`config.mk`:
```
export PLATFORM = sky130hd
export DESIGN_NAME = magnitude_comparator_flat
export DESIGN_NICKNAME = d
export VERILOG_FILES = /design/src/rtl/magnitude_comparator_if.sv /design/src/rtl/magnitude_comparator.sv /design/src/flat_wrapper.sv
export SDC_FILE = /design/constraint.sdc
export NUM_CORES = 1
export LEC_CHECK = 0
export BUFFER_PORTS_ARGS = -buffer_cell sky130_fd_sc_hd__buf_2
export CORE_AREA = 2 2 39 41
export CTS_CLUSTER_DIAMETER = 200
export DETAILED_ROUTE_END_ITERATION = 12
export DIE_AREA = 0 0 41 43
export PLACE_DENSITY = 0.57
export SETUP_SLACK_MARGIN = 0.15
export SLEW_MARGIN = 40
export SYNTH_ARGS = -nofsm -noshare
export SYNTH_HDL_FRONTEND = slang
export SYNTH_SLANG_ARGS = --single-unit
```
`constraint.sdc`:
```
create_clock -name clk -period 1.51 [get_ports clk]
set_clock_uncertainty 0.05 [all_clocks]
set_input_delay 0.0755 -clock clk [delete_from_list [all_inputs] [get_ports clk]]
set_output_delay 0.0755 -clock clk [all_outputs]
set_load 0.03 [all_outputs]
```
`src/rtl/magnitude_comparator_if.sv`:
```
// Operand/result bundle for the registered magnitude comparator.
// The master side presents operands and mode; the slave side returns the
// registered relation flags.
interface magnitude_comparator_if #(
   parameter int WIDTH = 8
);
   logic             in_valid;
   logic             signed_mode;
   logic [WIDTH-1:0] a;
   logic [WIDTH-1:0] b;
   logic             out_valid;
   logic             greater;
   logic             lesser;
   logic             equal;

   modport master (
      output in_valid, signed_mode, a, b,
      input  out_valid, greater, lesser, equal
   );

   modport slave (
      input  in_valid, signed_mode, a, b,
      output out_valid, greater, lesser, equal
   );
endinterface

```
`src/rtl/magnitude_comparator.sv`:
```
// Registered N-bit magnitude comparator.
// A combinational unsigned/two's-complement compare feeds one register stage;
// results appear one cycle after a qualified input. Flags hold across idle
// cycles so the last result stays readable while out_valid is low.
module magnitude_comparator #(
   parameter int WIDTH = 8
) (
   input logic                    clk,
   input logic                    rst,
   magnitude_comparator_if.slave  bus
);
   localparam int MSB = WIDTH - 1;

   logic w_equal;
   logic w_sign_differs;
   logic w_a_greater;
   logic w_a_lesser;

   logic r_out_valid;
   logic r_greater;
   logic r_lesser;
   logic r_equal;

   // Relation of the presented operands. With equal sign bits the full-width
   // unsigned compare orders them correctly (the MSBs cancel); with differing
   // signs in signed mode, the non-negative operand (MSB=0) is the greater one.
   always_comb begin
      w_equal        = (bus.a == bus.b);
      w_sign_differs = bus.signed_mode && (bus.a[MSB] != bus.b[MSB]);
      if (w_sign_differs) begin
         w_a_greater = ~bus.a[MSB];
      end else begin
         w_a_greater = (bus.a > bus.b);
      end
      w_a_lesser = ~w_a_greater && ~w_equal;
   end

   // Result register: capture flags on accepted operations, drop out_valid on idle.
   always_ff @(posedge clk or posedge rst) begin
      if (rst) begin
         r_out_valid <= 1'b0;
         r_greater   <= 1'b0;
         r_lesser    <= 1'b0;
         r_equal     <= 1'b0;
      end else if (bus.in_valid) begin
         r_out_valid <= 1'b1;
         r_greater   <= w_a_greater;
         r_lesser    <= w_a_lesser;
         r_equal     <= w_equal;
      end else begin
         r_out_valid <= 1'b0;
      end
   end

   assign bus.out_valid = r_out_valid;
   assign bus.greater   = r_greater;
   assign bus.lesser    = r_lesser;
   assign bus.equal     = r_equal;
endmodule

```
`src/flat_wrapper.sv`:
```
// flat-port wrapper written by rule: the top's interface ports become plain ports
module magnitude_comparator_flat 
#(
   parameter int WIDTH = 8
)
  (clk, rst, bus_in_valid, bus_signed_mode, bus_a, bus_b, bus_out_valid, bus_greater, bus_lesser, bus_equal);
  magnitude_comparator_if #(.WIDTH(WIDTH)) bus_i ();
  input logic clk;
  input logic rst;
  input wire logic [$bits(bus_i.in_valid)-1:0] bus_in_valid;
  input wire logic [$bits(bus_i.signed_mode)-1:0] bus_signed_mode;
  input wire logic [$bits(bus_i.a)-1:0] bus_a;
  input wire logic [$bits(bus_i.b)-1:0] bus_b;
  output wire logic [$bits(bus_i.out_valid)-1:0] bus_out_valid;
  output wire logic [$bits(bus_i.greater)-1:0] bus_greater;
  output wire logic [$bits(bus_i.lesser)-1:0] bus_lesser;
  output wire logic [$bits(bus_i.equal)-1:0] bus_equal;
  assign bus_i.in_valid = bus_in_valid;
  assign bus_i.signed_mode = bus_signed_mode;
  assign bus_i.a = bus_a;
  assign bus_i.b = bus_b;
  assign bus_out_valid = bus_i.out_valid;
  assign bus_greater = bus_i.greater;
  assign bus_lesser = bus_i.lesser;
  assign bus_equal = bus_i.equal;
  magnitude_comparator #(.WIDTH(WIDTH)) u_core (.clk(clk), .rst(rst), .bus(bus_i));
endmodule
```
======== Yosys cells after proc, flatten, opt, wreduce, memory -nomap -nowiden ========
Cells that the tools add are included.
storage, ports and cells
  bits in registers ....................... 4
  output and inout bits ................... 4
operators by class
  equality and inequality tests ........... 2
  reduce and logical (&&, ||, !) cells .... 2
  $lt $le $gt $ge ......................... 1
  bitwise gates (word level) .............. 3
  mux-type cells .......................... 2
operators with widths
  kind                   number
  8-bit equality test    1
  8-bit > comparator     1
  1-bit NOT              3
  1-bit logical AND      2
  1-bit 2-to-1 mux       2
  1-bit inequality test  1

======== Longest topological paths before layout ========
Gate-level depths: netlist (run 1).
  word-level depth ........................ 5
  mapped depth ............................ 7
  mapped depth without buffers ............ 7

======== Worst setup path after synthesis (run 1) ========
No wires, ideal clock.
  path type ............................... input to register
  start ................................... in bus_b[7]
  end ..................................... reg u_core.r_lesser, in the netlist u_core.bus.lesser
  data required time ...................... 1336 ps
  arrival ................................. 1083 ps
  stages .................................. 6
  slack ................................... 253 ps
  setup time .............................. 124 ps
  cell sequence ........................... inv_1 > ha_1 > nand4_2 > o221ai_1 > nor4b_1 > a211o_1
between the ends
  cells in the longest elaborated chain, start to end .. 5
RTL lines
  what                                                        RTL line                    RTL
  start: declaration                                          flat_wrapper.sv:13          input wire logic [$bits(bus_i.b)-1:0] bus_b;
  branches (longest 4 deep; another with 8-bit > comparator)  --
  1-bit logical AND *                                         magnitude_comparator.sv:35  w_a_lesser = ~w_a_greater && ~w_equal;
  end signal: assignment                                      magnitude_comparator.sv:48  r_lesser <= w_a_lesser;
  end: declaration                                            magnitude_comparator.sv:21  logic r_lesser;
Mark *: on every way between the ends.
A chain may end at the register's enable or synchronous reset.

======== Worst setup path after layout (run 1) ========
  start ................................... in bus_a[7]
  end ..................................... reg u_core.r_lesser, in the netlist u_core.bus.lesser
between the ends
  cells in the longest elaborated chain, start to end .. 5
RTL lines
  what                                                        RTL line                    RTL
  start: declaration                                          flat_wrapper.sv:12          input wire logic [$bits(bus_i.a)-1:0] bus_a;
  branches (longest 4 deep; another with 8-bit > comparator)  --
  1-bit logical AND *                                         magnitude_comparator.sv:35
Marks and branches as above.

==> metrics.txt, run 1 <==
status complete, no violations; Worst VDD drop around 0.32 mV; Clock Latency Late Sink between 0.2 and 0.25 ns; core area approximately 0.0014 mm^2; DR iter-0 viols 13; DIE AREA 0.00176 mm^2; critical path class in2reg; Buf/Inv on CP 1; Max clock buf depth 2; GRT overflow 0; hpwl dp 766 um; Routed Antenna Nets 0; leading cell types by total area after synthesis dfrtp_1, ha_1, inv_1; share of layout cells above drive strength 1 38.9%; first-pass GRT wire length between 1000 and 1500 um; vias in the first global route around 360; drt drc 0; # IOs 24; Pwr Density ~700 mW/mm^2; placed insts slightly above 80; part of the Yosys area used for sequential elements roughly a quarter; H-tree depth 1; Via density between 4 and 5; final hold vios 0; Least-Margin Pin Slew between 0.2 and 0.3 ns; Non-Filler Instances a little under 90; diode count 0; # resized after CTS 0; largest net degree at the start of global routing 7; site row count 14; Final #Nets just over 100; Critical Path Max Stage Delay 0.38 ns; CTS tree yes; Worst Hold Class in2reg; CP Launch Type input port; CP delay by family, top compound AO/OA/AOI/OAI gates; setup TNS 0 ns; max_cap viols 0; most frequent cells in the layout buf_2, inv_1, ha_1; critical path's slowest cell ha_1; slew margin rel. about four fifths; commonest non-fill, non-tap cell in the layout buf_2; final design utilization 40.1%; Synth top area share between 20% and 30%; die width a little over 40 um; routability cong. around 0.77; Synth Instances 44; count of cell types in the netlist 18; drt pass-1 iters 4; CTS Buf Count 3; gr usage total a little under an eighth; worst path required time about 1.6 ns; RSZ-0062 raised after global routing no; drt wl/cell slightly above 10 um; Yosys warning count 0; Worst Path Arrival about 1.3 ns; syn_nets 72; Via Count around 400; post-synthesis register bit count 4; chip height ~43 um; Worst Setup End Kind flop; starting density of the core between 20% and 30%; # clock sinks 4; Final setup viols 0; # Post-CTS Setup Buffers 0; period utilization between 80% and 90%; Critical Path, Cell by Cell buf_2, ha_1, nand4_2, o221ai_1, nor4b_1, a211o_1; max-slew violations 0; Crit Path Max Fanout 6; input/output buffers 23; minimum period implied by the final worst setup slack around 1.2 ns; f_max 807 MHz; initial antenna violation count 0; Area growth syn-to-layout 47.0%; Yosys top cell by area dfrtp_1; CTS root buf clkbuf_4; mean post-synth cell area around 8.6 um^2; Post-Syn Area 378 um^2; Clock Pin Slew Worst Setup and Hold Paths around 0.04 ns; total routed wirelength between 800 and 900 um; P_leak around 0.34 nW
[metal layers]
layer	up-vias	global-route usage, %	share of wire (%)
met4	0	8.00	0.79
met2	22	16.9	50
li1	211	-	-
met1	174	11.1	39
met5	-	0	0
met3	2	6.28	10
[logic make-up (layout without fill, tap and decap cells)]
| group | after synthesis | count (layout) | synth area share (%) |
|---|---|---|---|
| AND/OR/NAND/NOR | 11 | 11 | 18.2 |
| buffers and inverters | 11 | 39 | 10.9 |
| AO/OA/AOI/OAI | 10 | 10 | 17.9 |
| adder cells (fa/ha/maj) | 8 | 8 | 26.5 |
| flip-flops | 4 | 4 | 26.5 |
[synth_stat cells]
cell type   n
o211ai_2    1
o21ai_0     1
dfrtp_1     4
nand4_1     1
nor3_1      2
nand2_1     2
inv_1      11
nand4_2     1
nor2b_1     1
ha_1        8
a211o_1     1
nor4b_1     1
nor3b_1     1
a21o_1      1
o221ai_1    1
nor2_1      1
nor4_1      1
a21oi_1     5
[final timing paths]
kind | from | slack [ns] | depth (start not counted) | endpoint
setup / recovery | bus_a[7] | 0.27 | 6 | u_core.bus.lesser
hold / removal | bus_a[7] | 0.17 | 4 | u_core.bus.greater
setup reg to reg | u_core.bus.lesser | 0.66 | 1 | u_core.bus.lesser
hold reg to reg | u_core.bus.equal | 0.42 | 1 | u_core.bus.equal
max in group asynchronous | rst | 1.04 | 3 | u_core.bus.lesser
min in group asynchronous | rst | 0.22 | 3 | u_core.bus.equal
[report_power, final]
group | internal (mW) | leakage (nW) | switching, mW
sequential | 0.118 | 0.0501 | 0.00532
clock | 0.0890 | 0.0138 | 0.0458
combinational | 0.0608 | 0.272 | 0.0751
[cell type report]
type,instances,area [um^2]
Multi-Input combinational cell,29,236
Timing Repair Buffer,25,135
Clock buffer,3,22.5
Sequential cell,4,100
Fill cell,152,828
Inverter,11,41.3
Tap cell,16,20.0
[state kept, by name, summed over array words and instances (netlist names)]
register,flops
u_core.bus.greater,1
u_core.bus.out_valid,1
u_core.bus.equal,1
u_core.bus.lesser,1
[repair_timing]
| action | 4_1_cts | 5_1_grt |
|---|---|---|
| endpoints found under the hold margin | 5 | 0 |
| endpoints found under the setup margin | 0 | 0 |
| hold buffers | 2 | 0 |
[stage by stage]
step	cell area [um^2]	worst slack (ns)	power [mW]	hold WS, ns
finish	556	0.270	0.394	0.168
global route	556	0.208	0.427	0.190
CTS	556	0.298	0.402	0.152
detailed placement	513	0.0505	0.258	-0.0811
global placement	513	0.0906	0.256	-0.0910
floorplan	378	0.253	0.208	-0.208
Note: power is estimated with default switching activity, not from simulation.
==> run 2: changes to the inputs <==
--- a/config.mk
+++ b/config.mk
@@ -10,7 +10,7 @@
 export CTS_CLUSTER_DIAMETER = 200
 export DETAILED_ROUTE_END_ITERATION = 12
 export DIE_AREA = 0 0 41 43
-export PLACE_DENSITY = 0.57
+export PLACE_DENSITY = 0.59
 export SETUP_SLACK_MARGIN = 0.15
 export SLEW_MARGIN = 40
 export SYNTH_ARGS = -nofsm -noshare
==> constraint.sdc (replaced) <==
create_clock -name clk -period 1 [get_ports clk]
set_clock_uncertainty 0.05 [all_clocks]
set_input_delay 0.05 -clock clk [delete_from_list [all_inputs] [get_ports clk]]
set_output_delay 0.05 -clock clk [all_outputs]
set_load 0.03 [all_outputs]
==> run 2 against run 1 <==
Against the previous run:
- the run now ends with setup timing left
- critical path depth increased by 2
- non-clock buffer count increased by 2
- power increased by 78%
- global-route usage increased by 2.3 points
- setup slack got worse by 0.31 ns
- sequential power increased by 54%
- first-iteration DRC count decreased by 54%
- wire length increased by 8.4%
- combinational power increased by 130%
- largest power group unchanged
==> metrics.txt, run 2 (same netlist as run 1, synthesis figures left out) <==
status finished with violations (was complete, no violations); failing checks setup timing; P_leak 0.372 nW (was 0.336 nW); Clock Pin Slew Worst Setup and Hold Paths 0.04 ns (about the same); gr usage total 13.6% (was 11.3%); max-slew violations 0 (unchanged); input/output buffers 23 (unchanged); final worst slack -0.0424 ns (was 0.270 ns); RSZ-0062 raised after global routing yes (was no); Worst VDD drop 0.569 mV (was 0.317 mV); max_cap viols 0 (unchanged); core area 0.00138 mm^2 (unchanged); Fillers 125 (was 152); final hold vios 0 (unchanged); first-pass GRT wire length 1680 um (was 1270 um); commonest non-fill, non-tap cell in the layout buf_2 (unchanged); CP Launch Type input port (unchanged); slew margin rel. 85.0% (was 80.9%); Tot Pwr 0.703 mW (was 0.394 mW); Worst Setup End Kind flop (unchanged); starting density of the core 27.3% (unchanged); largest net degree at the start of global routing 7 (unchanged); Worst Path Arrival 1.11 ns (was 1.31 ns); Via density 4.60 (was 4.65); Routed Antenna Nets 0 (unchanged); site row count 14 (unchanged); diode count 0 (unchanged); chip height 43 um (unchanged); Hold WS 0.0977 ns (was 0.168 ns); vias in the first global route 438 (was 355); # Post-CTS Setup Buffers 0 (unchanged); Final setup viols 1 (was 0); Least-Margin Pin Slew 0.224 ns (was 0.284 ns); minimum period implied by the final worst setup slack approximately 1.0 ns; routability cong. 0.801 (was 0.769); CTS Buf Count 3 (unchanged); period utilization 104%; share of layout cells above drive strength 1 62.2% (was 38.9%); Worst Hold Class in2reg (unchanged); Hold Crit Start bus_in_valid (was bus_a[7]); worst path required time 1.06 ns (was 1.58 ns); hpwl dp 766 um (about the same); crit path launch bus_b[1] (was bus_a[7]); drt drc 0 (unchanged); GRT overflow 0 (unchanged); Multi-input gate area 354 um^2 (was 236 um^2); CTS tree yes (unchanged); DIE AREA 0.00176 mm^2 (unchanged); H-tree depth 1 (unchanged); Clock Latency Late Sink 0.23 ns (was 0.24 ns); Pwr Density 922 mW/mm^2 (was 709 mW/mm^2); Max clock buf depth 2 (unchanged); start of the worst register-to-register path u_core.bus.lesser (unchanged); Final #Nets 104 (was 102); most frequent cells in the layout buf_2, buf_6, inv_1 (was buf_2, inv_1, ha_1); DR iter-0 viols 6 (was 13); critical path class in2reg (unchanged); initial antenna violation count 0 (unchanged); Crit Path Max Fanout 2 (was 6); f_max 959 MHz; drt wl/cell 10.7 um (was 10.1 um); pre-CTS setup slack -0.339 ns (was 0.0505 ns); Via Count 414 (was 409); register area 100 um^2 (unchanged); # IOs 24 (unchanged); CTS root buf clkbuf_4 (unchanged); total routed wirelength 963 um (was 888 um); Area growth syn-to-layout 102% (was 47.0%); # clock sinks 4 (unchanged); drt pass-1 iters 4 (unchanged); die width 41 um (unchanged)
-- run 2: cell types whose count changed in the layout (fill, tap and decap cells not counted), moves of 2 or more --
| cell | previous run | this run |
|---|---|---|
| buf_6 | 0 | 9 |
| buf_4 | 0 | 2 |
| inv_2 | 0 | 3 |
| buf_2 | 23 | 13 |
| ha_1 | 8 | 2 |
| ha_4 | 0 | 6 |
| inv_1 | 11 | 7 |
-- run 2: path summary, 6_finish.rpt --
kind / to / slack (ns) / depth (start not counted)
min: u_core.bus.greater / 0.1 / 3
min reg2reg: u_core.bus.equal / 0.45 / 1
max: u_core.bus.lesser / -0.04 / 8
max reg2reg: u_core.bus.lesser / 0.15 / 1
min in group asynchronous: u_core.bus.out_valid / 0.20 / 3
max in group asynchronous: u_core.bus.equal / 0.54 / 3
-- run 2: routing by layer --
metal	part of all wire, %	track usage, %	vias to the layer above
li1	-	-	218
met1	39	16.9	179
met2	52	20.9	17
met3	8.8	3.66	0
met4	0	6.00	0
met5	0	0	-
-- run 2: power by group --
group | internal (mW) | switching (mW) | leakage, nW
clock network | 0.134 | 0.0632 | 0.0138
logic | 0.170 | 0.146 | 0.308
registers | 0.179 | 0.0118 | 0.0501
-- run 2: what timing repair did --
item / CTS / global route
endpoints found under the hold margin: 5 / 0
gates resized for setup: 22 / 0
endpoints found under the setup margin: 7 / 7
hold buffers: 2 / 0
pin swaps: 5 / 3
-- run 2: area by class of cell --
class / count / area share [%]
sequential: 4 / 13.1
clock buffer: 3 / 2.96
tap: 16 / 2.63
timing repair buffer: 27 / 28.4
inverter: 11 / 6.40
multi-input combinational: 29 / 46.5
-- run 2: worst max-delay path, cell delays in order --
cell,delay [ns]
buf_8,0.08
inv_8,0.03
ha_4,0.25
nor2b_4,0.13
o211ai_2,0.08
a21oi_2,0.20
nor4b_2,0.07
a211o_1,0.22
-- run 2: through the flow --
step                instance area, um^2  std cells  utilization [%]  TNS, ns
floorplan                           480         44                -   -0.185
global placement                    631         85             45.6   -0.814
detailed placement                  631         85             45.6   -0.835
CTS                                 762         90             55.1  -0.0491
global route                        762         90             55.1   -0.118
finish                              762         90             55.1  -0.0424
==> run 3: changes to the inputs <==
--- a/config.mk
+++ b/config.mk
@@ -7,10 +7,11 @@
 export LEC_CHECK = 0
 export BUFFER_PORTS_ARGS = -buffer_cell sky130_fd_sc_hd__buf_2
 export CORE_AREA = 2 2 39 41
+export CTS_BUF_LIST = sky130_fd_sc_hd__clkbuf_4 sky130_fd_sc_hd__clkbuf_8
 export CTS_CLUSTER_DIAMETER = 200
 export DETAILED_ROUTE_END_ITERATION = 12
 export DIE_AREA = 0 0 41 43
-export PLACE_DENSITY = 0.59
+export PLACE_DENSITY = 0.61
 export SETUP_SLACK_MARGIN = 0.15
 export SLEW_MARGIN = 40
 export SYNTH_ARGS = -nofsm -noshare
==> run 3 against run 2 <==
Against the previous run:
- design area rose by 6.4%
- largest power group unchanged
- combinational power rose by 7.6%
- global-route usage is 0.63 points higher
- clock-buffer cell count unchanged
- wire length up 0.93%
- flip-flop and latch count did not move
- register-to-register slack barely moved
- maximum frequency grew 2.8%
- clock power shrank 2%
- sequential share of layout area down 0.79 points
- core utilization rose by 3.5 points
- the flow still finishes with violations (setup timing)
==> metrics.txt, run 3 (same netlist as run 1, synthesis figures left out) <==
final design utilization 58.6% (was 55.1%); reg2reg end u_core.bus.lesser (unchanged); Max clock buf depth 2 (unchanged); Pwr Density 889 mW/mm^2 (was 922 mW/mm^2); routability cong. 0.752 (was 0.801); diode count 0 (unchanged); Via Count 444 (was 414); start of the worst register-to-register path u_core.bus.lesser (unchanged); Area growth syn-to-layout 115% (was 102%); Final Cell Area 811 um^2 (was 762 um^2); failing checks setup timing (unchanged); Clock Pin Slew Worst Setup and Hold Paths 0.04 ns (about the same); critical path class in2reg (unchanged); GRT overflow 0 (unchanged); gr usage total 14.2% (was 13.6%); Psw 0.223 mW (was 0.221 mW); slew margin rel. 85.4% (was 85.0%); input/output buffers 23 (unchanged); sequential power share 26.2% (was 27.1%); pre-CTS setup slack -0.343 ns (was -0.339 ns); Routed Antenna Nets 0 (unchanged); site row count 14 (unchanged); initial antenna violation count 0 (unchanged); drt wl/cell 10.5 um (was 10.7 um); Tot Pwr 0.721 mW (was 0.703 mW); Critical Path End u_core.bus.lesser (unchanged); P_leak 0.383 nW (was 0.372 nW); Worst Hold Class in2reg (unchanged); first-pass GRT wire length 1790 um (was 1680 um); # clock sinks 4 (unchanged); Worst Setup End Kind flop (unchanged); clock power share 26.7% (was 28.1%); drt pass-1 iters 3 (was 4); H-tree depth 1 (unchanged); Worst R2R Setup Slack 0.15 ns (about the same); Worst VDD drop 0.597 mV (was 0.569 mV); sw frac 30.9% (was 31.4%); CTS Buf Count 3 (unchanged); # IOs 24 (unchanged); Crit Path Max Fanout 2 (unchanged); Final setup viols 2 (was 1); CTS root buf clkbuf_4 (unchanged); share of layout cells above drive strength 1 66.2% (was 62.2%); commonest non-fill, non-tap cell in the layout buf_2 (unchanged); f_max 986 MHz (was 959 MHz); logic gate share of total power 47.0% (was 44.9%); minimum period implied by the final worst setup slack 1.01 ns (was 1.04 ns); Hold WS 0.113 ns (was 0.0977 ns); vias in the first global route 487 (was 438); max-slew violations 0 (unchanged); RSZ-0062 raised after global routing yes (unchanged); period utilization 101% (was 104%); cell area after placement 631 um^2 (unchanged); Worst Path Arrival 1.07 ns (was 1.11 ns); CTS tree yes (unchanged); DR iter-0 viols 2 (was 6); setup TNS -0.0195 ns (was -0.0424 ns); CP Launch Type input port (unchanged); worst path required time 1.06 ns (about the same); Final #Nets 107 (was 104); crit path launch bus_b[1] (unchanged); status finished with violations (unchanged); final hold vios 0 (unchanged); core area 0.00138 mm^2 (unchanged); total routed wirelength 972 um (was 963 um); Clock Latency Late Sink 0.23 ns (about the same); most frequent cells in the layout buf_2, buf_6, ha_4 (was buf_2, buf_6, inv_1); R2R depth 1 (unchanged); Cell Int Power 0.498 mW (was 0.482 mW); drt drc 0 (unchanged); starting density of the core 27.3% (unchanged); Least-Margin Pin Slew 0.216 ns (was 0.224 ns); chip height 43 um (unchanged); placed insts 85 (unchanged); die width 41 um (unchanged); hold path depth 3 (unchanged); hpwl dp 759 um (was 766 um); DIE AREA 0.00176 mm^2 (unchanged); Fillers 128 (was 125); Non-Filler Instances 93 (was 90); Via density 4.77 (was 4.60); final worst slack -0.0145 ns (was -0.0424 ns); largest net degree at the start of global routing 6 (was 7); max_cap viols 0 (unchanged)
## run 3: changes by cell type in the layout (fill, tap and decap cells not counted)
cell	previous run	this run
o21ai_0	0	1
inv_1	7	6
o21ai_1	1	0
nor3b_1	0	1
ha_4	6	8
nor3b_2	1	0
inv_4	0	1
ha_1	2	0
buf_4	2	4
buf_6	9	10
## run 3: per-layer routing
layer,track usage [%],vias to the layer above,routed length [um]
met3,1.05,0,67
li1,-,223,-
met1,16.3,207,356
met4,6.00,0,0
met2,25.0,14,547
met5,0,-,0
## run 3: repair_timing
| item | 4_1_cts | 5_1_grt |
|---|---|---|
| endpoints found under the hold margin | 5 | 0 |
| cloned | 0 | 0 |
| buffers inserted | 3 | 0 |
| hold buffers | 2 | 0 |
| pin swaps | 13 | 4 |
| endpoints found under the setup margin | 7 | 7 |
| resized for setup | 21 | 5 |
## run 3: area by class of cell
class	instances	area (um^2)	area share, %
timing repair buffer	30	243	29.9
sequential	4	100	12.3
tap	16	20.0	2.47
multi-input combinational	29	374	46.1
clock buffer	3	22.5	2.78
inverter	11	51.3	6.33
## run 3: critical path: stages
cell and delay [ns]:
buf_8 0.08, inv_8 0.03, ha_4 0.25, nor2b_4 0.13
o211ai_2 0.08, a21oi_2 0.16, nor4b_2 0.06, a211o_1 0.23
## run 3: worst min-delay path by stage
| stage | from | slack, ns | to |
|---|---|---|---|
| after floorplan | rst | -0.23 | u_core.bus.equal |
| after global placement | rst | -0.11 | u_core.bus.equal |
| final | bus_in_valid | 0.11 | u_core.bus.greater |
| after global routing | bus_in_valid | 0.14 | u_core.bus.greater |
| after CTS | bus_in_valid | 0.11 | u_core.bus.greater |
| after detailed placement | rst | -0.12 | u_core.bus.equal |
## run 3: power by group through the flow
stage	combinational (mW)	clock [mW]	sequential, mW
after floorplan	0.142	0	0.219
after global placement	0.262	0	0.188
after detailed placement	0.267	0	0.187
after CTS	0.329	0.204	0.188
after global routing	0.378	0.206	0.192
final	0.339	0.193	0.189
